===== src/rtl/sticky_rr_arbiter.sv =====
// rtl/sticky_rr_arbiter.sv - Round-robin arbiter with sticky grants bounded by MAX_HOLD cycles.
// Optional ARB_LOCK_EN adds a lock input that extends the current grant past MAX_HOLD.
module sticky_rr_arbiter #(
  parameter int NR       = 4,
  parameter int MAX_HOLD = 4,
  localparam int IW      = $clog2(NR),
  localparam int HW      = $clog2(MAX_HOLD + 1)
) (
  input  logic          clk,
  input  logic          reset_n,
  input  logic [NR-1:0] req,
  input  logic          stall,
`ifdef ARB_LOCK_EN
  input  logic          lock,
`endif
  output logic [NR-1:0] vgnt,
  output logic [IW-1:0] egnt,
  output logic          eval,
  output logic          gnt_new
);

  localparam logic [HW-1:0] HOLD_LAST = HW'(MAX_HOLD - 1);
  localparam logic [IW-1:0] LAST_IDX  = IW'(NR - 1);
  localparam logic [NR-1:0] ONE_HOT0  = NR'(1);

  logic [IW-1:0] cur_q, cur_n;
  logic          eval_q, eval_n;
  logic [HW-1:0] hold_q, hold_n;
  logic [IW-1:0] rr_q, rr_n;
  logic [NR-1:0] vgnt_q, vgnt_n;
  logic          new_q, new_n;

  logic          holder_req;
  logic          under_limit;
  logic          keep;
  logic          found;
  logic [IW-1:0] pick;

  // First set request at or after rr_q, wrapping modulo NR (not modulo 2^IW).
  always_comb begin
    found = 1'b0;
    pick  = '0;
    for (int i = 0; i < NR; i++) begin
      int idx;
      idx = int'(rr_q) + i;
      if (idx >= NR) idx = idx - NR;
      if (!found && req[idx[IW-1:0]]) begin
        found = 1'b1;
        pick  = idx[IW-1:0];
      end
    end
  end

  assign holder_req  = req[cur_q];
  assign under_limit = (hold_q < HOLD_LAST);

`ifdef ARB_LOCK_EN
  assign keep = eval_q && holder_req && (under_limit || lock);
`else
  assign keep = eval_q && holder_req && under_limit;
`endif

  always_comb begin
    cur_n  = cur_q;
    eval_n = eval_q;
    hold_n = hold_q;
    rr_n   = rr_q;
    vgnt_n = vgnt_q;
    new_n  = 1'b0;
    if (keep) begin
      // Saturation only matters when lock holds the grant past the limit.
      hold_n = under_limit ? hold_q + HW'(1) : hold_q;
    end else if (found) begin
      cur_n  = pick;
      eval_n = 1'b1;
      vgnt_n = ONE_HOT0 << pick;
      hold_n = '0;
      new_n  = 1'b1;
      rr_n   = (pick == LAST_IDX) ? '0 : pick + IW'(1);
    end else begin
      eval_n = 1'b0;
      vgnt_n = '0;
      hold_n = '0;
    end
  end

  always_ff @(posedge clk or negedge reset_n) begin
    if (!reset_n) begin
      cur_q  <= '0;
      eval_q <= 1'b0;
      hold_q <= '0;
      rr_q   <= '0;
      vgnt_q <= '0;
      new_q  <= 1'b0;
    end else if (!stall) begin
      cur_q  <= cur_n;
      eval_q <= eval_n;
      hold_q <= hold_n;
      rr_q   <= rr_n;
      vgnt_q <= vgnt_n;
      new_q  <= new_n;
    end
  end

  assign vgnt    = vgnt_q;
  assign egnt    = cur_q;
  assign eval    = eval_q;
  assign gnt_new = new_q;

endmodule


===== config.mk =====
export PLATFORM = sky130hd
export DESIGN_NAME = sticky_rr_arbiter
export DESIGN_NICKNAME = d
export VERILOG_FILES = /design/src/rtl/sticky_rr_arbiter.sv
export SDC_FILE = /design/constraint.sdc
export NUM_CORES = 1
export LEC_CHECK = 0
export ABC_AREA = 1
export BUFFER_PORTS_ARGS = -buffer_cell sky130_fd_sc_hd__buf_2
export CORE_MARGIN = 3
export CORE_UTILIZATION = 49
export DETAILED_ROUTE_END_ITERATION = 16
export HOLD_SLACK_MARGIN = 0.08
export PLACE_DENSITY = 0.76
export SLEW_MARGIN = 20
export SYNTH_ARGS = -nofsm -noshare
export SYNTH_HDL_FRONTEND = slang
export SYNTH_SLANG_ARGS = --single-unit
export TNS_END_PERCENT = 30

===== constraint.sdc =====
create_clock -name clk -period 1.5 [get_ports clk]
set_input_delay 0.3 -clock clk [delete_from_list [all_inputs] [get_ports clk]]
set_output_delay 0.3 -clock clk [all_outputs]
set_load 0.05 [all_outputs]

## After elaboration in Yosys (flattened, before gate mapping)

Cells that the tools add are included.

- Register bits: 13
- Latch bits: 0
- Memory bits (writable): 0
- ROM bits: 0
- Output and inout port bits: 8
- Word-level logic and storage cells: 69
- Memories kept: 0

- Add/subtract/negate cells: 9
- $mul: 0
- Div/mod/pow operators: 0
- $lt $le $gt $ge: 10
- Equality and inequality tests: 2
- Shift-type cells: 1
- Mux-type cells: 28
- Bitwise logic cells: 2
- Reductions and logical operators: 11

Operators with widths:

| kind | count |
|---|---|
| 2-bit two-way mux | 9 |
| 2-bit by 3-bit < comparator with 1-bit output (second input constant) | 5 |
| 1-bit two-way mux | 11 |
| 1-bit binary-select mux with 2-bit select | 5 |
| 3-bit >= comparator (second input constant) | 3 |
| 2-bit by 1-bit subtractor with 2-bit output (second input constant) | 4 |
| 2-bit by 2-bit adder with 3-bit output (second input constant) | 2 |
| 3-bit two-way mux | 2 |
| 1-bit logical AND | 5 |
| 4-bit two-way mux | 1 |
| 2-bit AND reduction | 2 |
| 1-bit by 2-bit left shift with 4-bit output (first input constant) | 1 |
| 2-bit by 1-bit adder with 3-bit output (second input constant) | 1 |
| 3-bit by 1-bit adder with 3-bit output (second input constant) | 1 |
| 2-bit by 3-bit >= comparator with 1-bit output (second input constant) | 1 |
| 1-bit zero test | 3 |
| 3-bit by 2-bit < comparator with 1-bit output (second input constant) | 1 |
| 3-bit AND reduction | 1 |
| 2-bit by 1-bit adder with 2-bit output (second input constant) | 1 |
| 2-bit equality test (second input constant) | 1 |
| 2-bit by 1-bit != test with 1-bit output (second input constant) | 1 |
| 1-bit inverter | 2 |

## Longest topological paths before layout

Gate-level depths: netlist (run 1).

- Word-level depth: 16
- Depth in mapped cells: 14

## Worst setup path before layout (run 1)

OpenSTA, ideal clock, no wires.

- Path kind: reg-to-reg
- Start point: register rr_q[0]
- End point: register rr_q[1]
- Data arrival time: 1.588 ns
- Data required time: 1.417 ns
- Setup slack: -0.170 ns
- Cell stages (with the launch flop): 11
- Buffers on the path: 0
- Period minus slack after synthesis: 1.670 ns
- Path through: dfrtp_1 > inv_2 > nand2_1 > nand3_1 > nand2_2 > nor3_1 > nand2_1 > nand2_2 > inv_1 > ha_1 > o21ai_0

- Longest elaborated chain between the ends: 16
- Elaborated cells between the ends (all ways): 41
- Classes of those cells: 8 x add/sub; 4 x order compare; 1 x eq/ne; 21 x mux; 7 x reduce/logical

RTL lines:

| element | line | source |
|---|---|---|
| from (decl) | 29 | `logic [IW-1:0] rr_q, rr_n;` |
| from (signal assigned) | 99 | `rr_q <= rr_n;` |
| branches (longest 13 deep; another with 2-bit by 1-bit adder with 3-bit output) | - |  |
| 2-bit two-way mux * | 47 | `if (!found && req[idx[IW-1:0]]) begin` |
| named net pick[1] | 37 | `logic [IW-1:0] pick;` |
| 2-bit by 1-bit adder with 2-bit output or 2-bit equality test (tied branches) | 79 | `rr_n = (pick == LAST_IDX) ? '0 : pick + IW'(1);` |
| 2-bit two-way mux * | 79 |  |

Mark *: on every way through the listed nets, which the timed path passes. The select of a mux whose other input is x is not followed.
A chain may end at the register's enable or synchronous reset.

## Worst setup path in the final report (run 1)

Ends and elaborated chain as after synthesis.

==> results of run 1 <==
cell usage after synthesis:
library cell	number
a21oi_1	3
buf_6	1
dfrtp_1	13
ha_1	5
inv_1	16
inv_2	2
inv_4	1
nand2_1	66
nand2_2	4
nand2_4	1
nand3_1	8
nand3_2	2
nand4_1	1
nor2_1	2
nor2_2	2
nor3_1	1
o21ai_0	5
xor2_1	1
worst max-delay path, stage by stage (launching register included):
cell and delay [ns]:
dfrtp_2 0.45, buf_6 0.13, nand2_1 0.07, nand2_1 0.10
nand2_1 0.12, nand2_2 0.11, nor3_4 0.21, nand2_1 0.10
nand2_2 0.14, inv_2 0.09, ha_4 0.24, o21ai_2 0.11
flip-flops by register name (all words and copies together) (netlist names):
register and cells:
hold_q 3, gnt_new 1, vgnt 4, egnt 2, eval 1, rr_q 2
metal layers:
| layer | part of all wire (%) | global-route usage [%] |
|---|---|---|
| met2 | 52 | 33.5 |
| met4 | 3.2 | 5.21 |
| met1 | 40 | 25.4 |
| met5 | 0 | 0 |
| met3 | 4.8 | 4.28 |
cell type report:
cell class | count | area [µm²] | area share [%]
Inverter | 19 | 78.8 | 5.88
Timing Repair Buffer | 32 | 219 | 16.3
Clock buffer | 4 | 26.3 | 1.96
Multi-Input combinational cell | 101 | 658 | 49.1
Tap cell | 24 | 30.0 | 2.24
Sequential cell | 13 | 328 | 24.5
worst min-delay path by stage:
stage	startpoint	endpoint	slack (ns)	depth (start not counted)
2_1_floorplan	reset_n	egnt[0]	0.004	0
3_3_place_gp	reset_n	hold_q[1]	0.20	1
3_5_place_dp	reset_n	hold_q[2]	0.20	1
4_1_cts	stall	hold_q[2]	0.31	3
5_1_grt	stall	gnt_new	0.32	3
6_report	stall	hold_q[2]	0.31	3
logic make-up (layout without fill, tap and decap cells):
kind of cell / Yosys count / count (layout) / synth area share [%]
AND/OR/NAND/NOR: 87 / 87 / 41.8
buffers and inverters: 20 / 55 / 9.48
adder cells (fa/ha/maj): 5 / 5 / 6.97
AO/OA/AOI/OAI: 8 / 8 / 4.46
XOR/XNOR: 1 / 1 / 0.976
flip-flops: 13 / 13 / 36.3
per-stage QoR:
step / hold WS, ns / setup slack (ns)
floorplan: 0.00441 / -0.116
global placement: 0.198 / -0.265
detailed placement: 0.199 / -0.312
CTS: 0.307 / -0.271
global route: 0.321 / -0.547
finish: 0.307 / -0.430
repair_timing:
| item | 4_1_cts | 5_1_grt |
|---|---|---|
| gates cloned | 0 | 1 |
| hold buffers | 1 | 0 |
| pin swaps | 1 | 15 |
| gates resized for setup | 2 | 35 |
| endpoints found under the setup margin | 10 | 10 |
| setup buffers | 2 | 1 |
| hold endpoints to repair | 13 | 0 |
==> results.toml, run 1 <==
[setup_path]
ff2ff_setup_slack_ns = -0.43
setup.worst_path.start = "rr_q[0]"
cp-end-kind = "flip-flop"
crit_type = "reg2reg"
startpoint_type = "flip-flop"
path_max_fanout = 4
rr_startpoint = "rr_q[0]"
reg2reg_to = "rr_q[1]"
rr_worst_depth = 11
endpoint = "rr_q[1]"
required_ns = 1.71
arrival_ns = 2.14

[placed_design]
dp.cells = 184
placed_cell_area_um2 = 1130
dp_hpwl_um = 1590
io_buffers = 14
globalplace.congestion = 0.875

[sta]
min_period_ns = 1.93
rsz0062_at_grt = "true"
finalMaxSlewViolations = 0
finalSetupTns_ns = -3.16
timing.final.crit_share_pct = 129
hold_violations = 0
setup_ws_ns = -0.430
worstMarginPinSlew_ns = 0.292
slew_headroom_pct = 80.5
finalSetupViolCount = 10
fin_skew_ns = 0.00452
timing.fmax_ghz = 0.518

[run_status]
violations = "negative setup slack"
status = "finished, violations left"

[floorplanning]
rows = 14
die_y_um = 48.8
num_io_pins = 15
dieWidth_um = 48.8
start_util_pct = 55.7
dieArea_um2 = 2380
design.core.area_um2 = 1610

[drt]
via_count = 1012
drt.antenna.violating_nets = 0
routed_wl_um = 2820
first_iter_violations = 33
avgRoutedWirePerCell_um = 14.6
dr.pass1.iters = 4
vias_per_cell = 5.24
drc = 0

[clock_tree]
cts_made_buffers = 3
cts_max_path_buffers = 2
root_buffer = "clkbuf_4"
cts_tree = "yes"
cts-htree-levels = 1
cts_sinks = 13
path_clk_slew_ns = 0.08
clock_latency_ns = 0.27

[min_path]
hold_path_class = "in2reg"

[finish]
diodes = 0
final_cell_mix = "nand2_1, nand2_2, buf_2, buf_4, inv_1"
stdcell_area_um2 = 1340
stdcell_count = 193
fillers = 106
drive_gt1_share_pct = 47.9
fin_util_pct = 83.2
final_common_cell = "nand2_1"
nets = 182
syn_to_final_growth_pct = 49.4

[synthesis]
syn_inst = 134
ys_ff_latch = 13
synth_top_area_share_pct = 36.3
synth_nets = 146
yosysTopAreaCell = "dfrtp_1"
yosysWarnings = 0
avgSynthCellArea_um2 = 6.69
synthTopCellsByArea = "dfrtp_1, nand2_1, ha_1"
synthDistinctLibCells = 18
ys_seq_area_share_pct = 36.3
synth_area_um2 = 897

[flow_run]
drv_cap = 0

[global_route]
grt_max_degree = 14
grt_pass1_wl_um = 3760
antenna_found_initial = 0
grt_use_total_pct = 19.8
grt_overflow = 0
first_global_vias = 879
Power of run 1 is not shown: default switching activity piles up to over one toggle a cycle in this logic, so the estimate is an artifact.
==> run 2: changes to the inputs <==
--- a/config.mk
+++ b/config.mk
@@ -9,7 +9,9 @@
 export BUFFER_PORTS_ARGS = -buffer_cell sky130_fd_sc_hd__buf_2
+export CELL_PAD_IN_SITES_DETAIL_PLACEMENT = 0
+export CELL_PAD_IN_SITES_GLOBAL_PLACEMENT = 1
 export CORE_MARGIN = 3
-export CORE_UTILIZATION = 49
+export CORE_UTILIZATION = 34
 export DETAILED_ROUTE_END_ITERATION = 16
 export HOLD_SLACK_MARGIN = 0.08
-export PLACE_DENSITY = 0.76
+export PLACE_DENSITY = 0.75
 export SLEW_MARGIN = 20
==> constraint.sdc (replaced) <==
create_clock -name clk -period 1.5 [get_ports clk]
set_input_delay 0.225 -clock clk [delete_from_list [all_inputs] [get_ports clk]]
set_output_delay 0.225 -clock clk [all_outputs]
set_load 0.05 [all_outputs]
==> run 2 against run 1 <==
Against the previous run:
- the run still ends with negative setup slack left
- wire length down 20%
- die area up 38%
- sequential share of layout area down 2.0 points
- clock skew down 0.0016 ns
- setup slack better by 0.12 ns
- register-to-register slack better by 0.12 ns
- worst hold slack worse by 0.087 ns
- final cell count up 8.8%
- maximum frequency up 6.6%
- clock-buffer cell count unchanged
- sequential cell count unchanged
- global-route usage down 5.5 points
==> results.toml, run 2 (synthesized netlist as in run 1, its figures left out) <==
[run_status]
status = "finished, violations left"
violations = "negative setup slack"

[floorplanning]
dieArea_um2 = 3290
design.core.area_um2 = 2360
dieWidth_um = 57.4
start_util_pct = 38.0
die_y_um = 57.4
rows = 17
num_io_pins = 15

[sta]
rsz0062_at_grt = "true"
hold_violations = 0
min_period_ns = 1.81
finalMaxSlewViolations = 0
finalSetupViolCount = 10
slew_headroom_pct = 80.3
worstMarginPinSlew_ns = 0.295
setup_ws_ns = -0.311
fin_skew_ns = 0.00292
timing.fmax_ghz = 0.552
timing.final.crit_share_pct = 121

[global_route]
grt_pass1_wl_um = 3760
grt_use_total_pct = 14.3
grt_max_degree = 14
grt_overflow = 0
first_global_vias = 895
antenna_found_initial = 0

[drt]
routed_wl_um = 2250
via_count = 957
avgRoutedWirePerCell_um = 10.7
first_iter_violations = 49
drc = 0
drt.antenna.violating_nets = 0
dr.pass1.iters = 4
vias_per_cell = 4.56

[setup_path]
arrival_ns = 1.97
rr_worst_depth = 11
startpoint_type = "flip-flop"
crit_type = "reg2reg"
cp-end-kind = "flip-flop"
required_ns = 1.66
path_max_fanout = 5

[clock_tree]
cts_made_buffers = 3
root_buffer = "clkbuf_4"
cts_tree = "yes"
clock_latency_ns = 0.27
cts-htree-levels = 1
path_clk_slew_ns = 0.08
cts_max_path_buffers = 2
cts_sinks = 13

[finish]
syn_to_final_growth_pct = 62.5
nets = 195
final_common_cell = "nand2_1"
largest_reg_flops = 4
stdcell_count = 210
drive_gt1_share_pct = 50.0
final_cell_mix = "nand2_1, buf_4, nand2_2"
diodes = 0

[min_path]
hold_path_class = "in2reg"
holdPathStages = 3

[placed_design]
io_buffers = 14
dp.cells = 195
dp_hpwl_um = 1680
globalplace.congestion = 0.776

[flow_run]
drv_cap = 0
run 2: through the flow:
step / hold slack (ns) / TNS, ns / utilization [%] / instance area, µm² / setup WS [ns]
3_5_place_dp: 0.127 / -2.28 / 50.5 / 1190 / -0.316
2_1_floorplan: -0.0706 / -0.743 / - / 947 / -0.116
3_3_place_gp: 0.122 / -2.07 / 50.5 / 1190 / -0.272
4_1_cts: 0.213 / -2.21 / 53.0 / 1250 / -0.288
6_report: 0.219 / -2.34 / 61.7 / 1460 / -0.311
5_1_grt: 0.229 / -3.53 / 61.7 / 1460 / -0.431
run 2: worst max-delay path, stage by stage (launching register included):
cell and delay (ns):
dfrtp_2 0.44, buf_6 0.14, nand2_2 0.08, nand2_4 0.06, nand2_2 0.08, nand2_4 0.07
nor3_4 0.24, nand2_1 0.10, nand2_2 0.12, inv_2 0.07, ha_4 0.26, o21ai_2 0.04
run 2: path summary, 6_finish.rpt:
kind,from,to,slack [ns]
hold / removal,stall,gnt_new,0.22
max in group asynchronous,reset_n,rr_q[1],0.89
setup reg to reg,rr_q[0],rr_q[1],-0.31
hold reg to reg,vgnt[1],vgnt[1],0.48
setup / recovery,rr_q[0],rr_q[1],-0.31
min in group asynchronous,reset_n,hold_q[2],0.36
run 2: timing repair:
item | CTS | global route
setup endpoints to repair | 10 | 10
hold buffers | 1 | 0
resized for setup | 4 | 38
gates cloned | 0 | 1
hold endpoints to repair | 13 | 0
pin swaps | 1 | 18
buffers inserted | 1 | 8
run 2: cell type report:
type | instances | area [µm²]
Timing Repair Buffer | 45 | 328
Fill cell | 225 | 903
Clock buffer | 4 | 26.3
Multi-Input combinational cell | 101 | 662
Tap cell | 28 | 35.0
Sequential cell | 13 | 328
Inverter | 19 | 78.8
run 2: layer usage:
metal | track usage, % | vias up | routed length (µm)
met1 | 18.5 | 445 | 1090
met3 | 2.04 | 0 | 27
met5 | 0 | - | 0
met4 | 4.97 | 0 | 0
met2 | 24.0 | 8 | 1140
li1 | - | 504 | -
Power of run 2 is left out for the same reason.
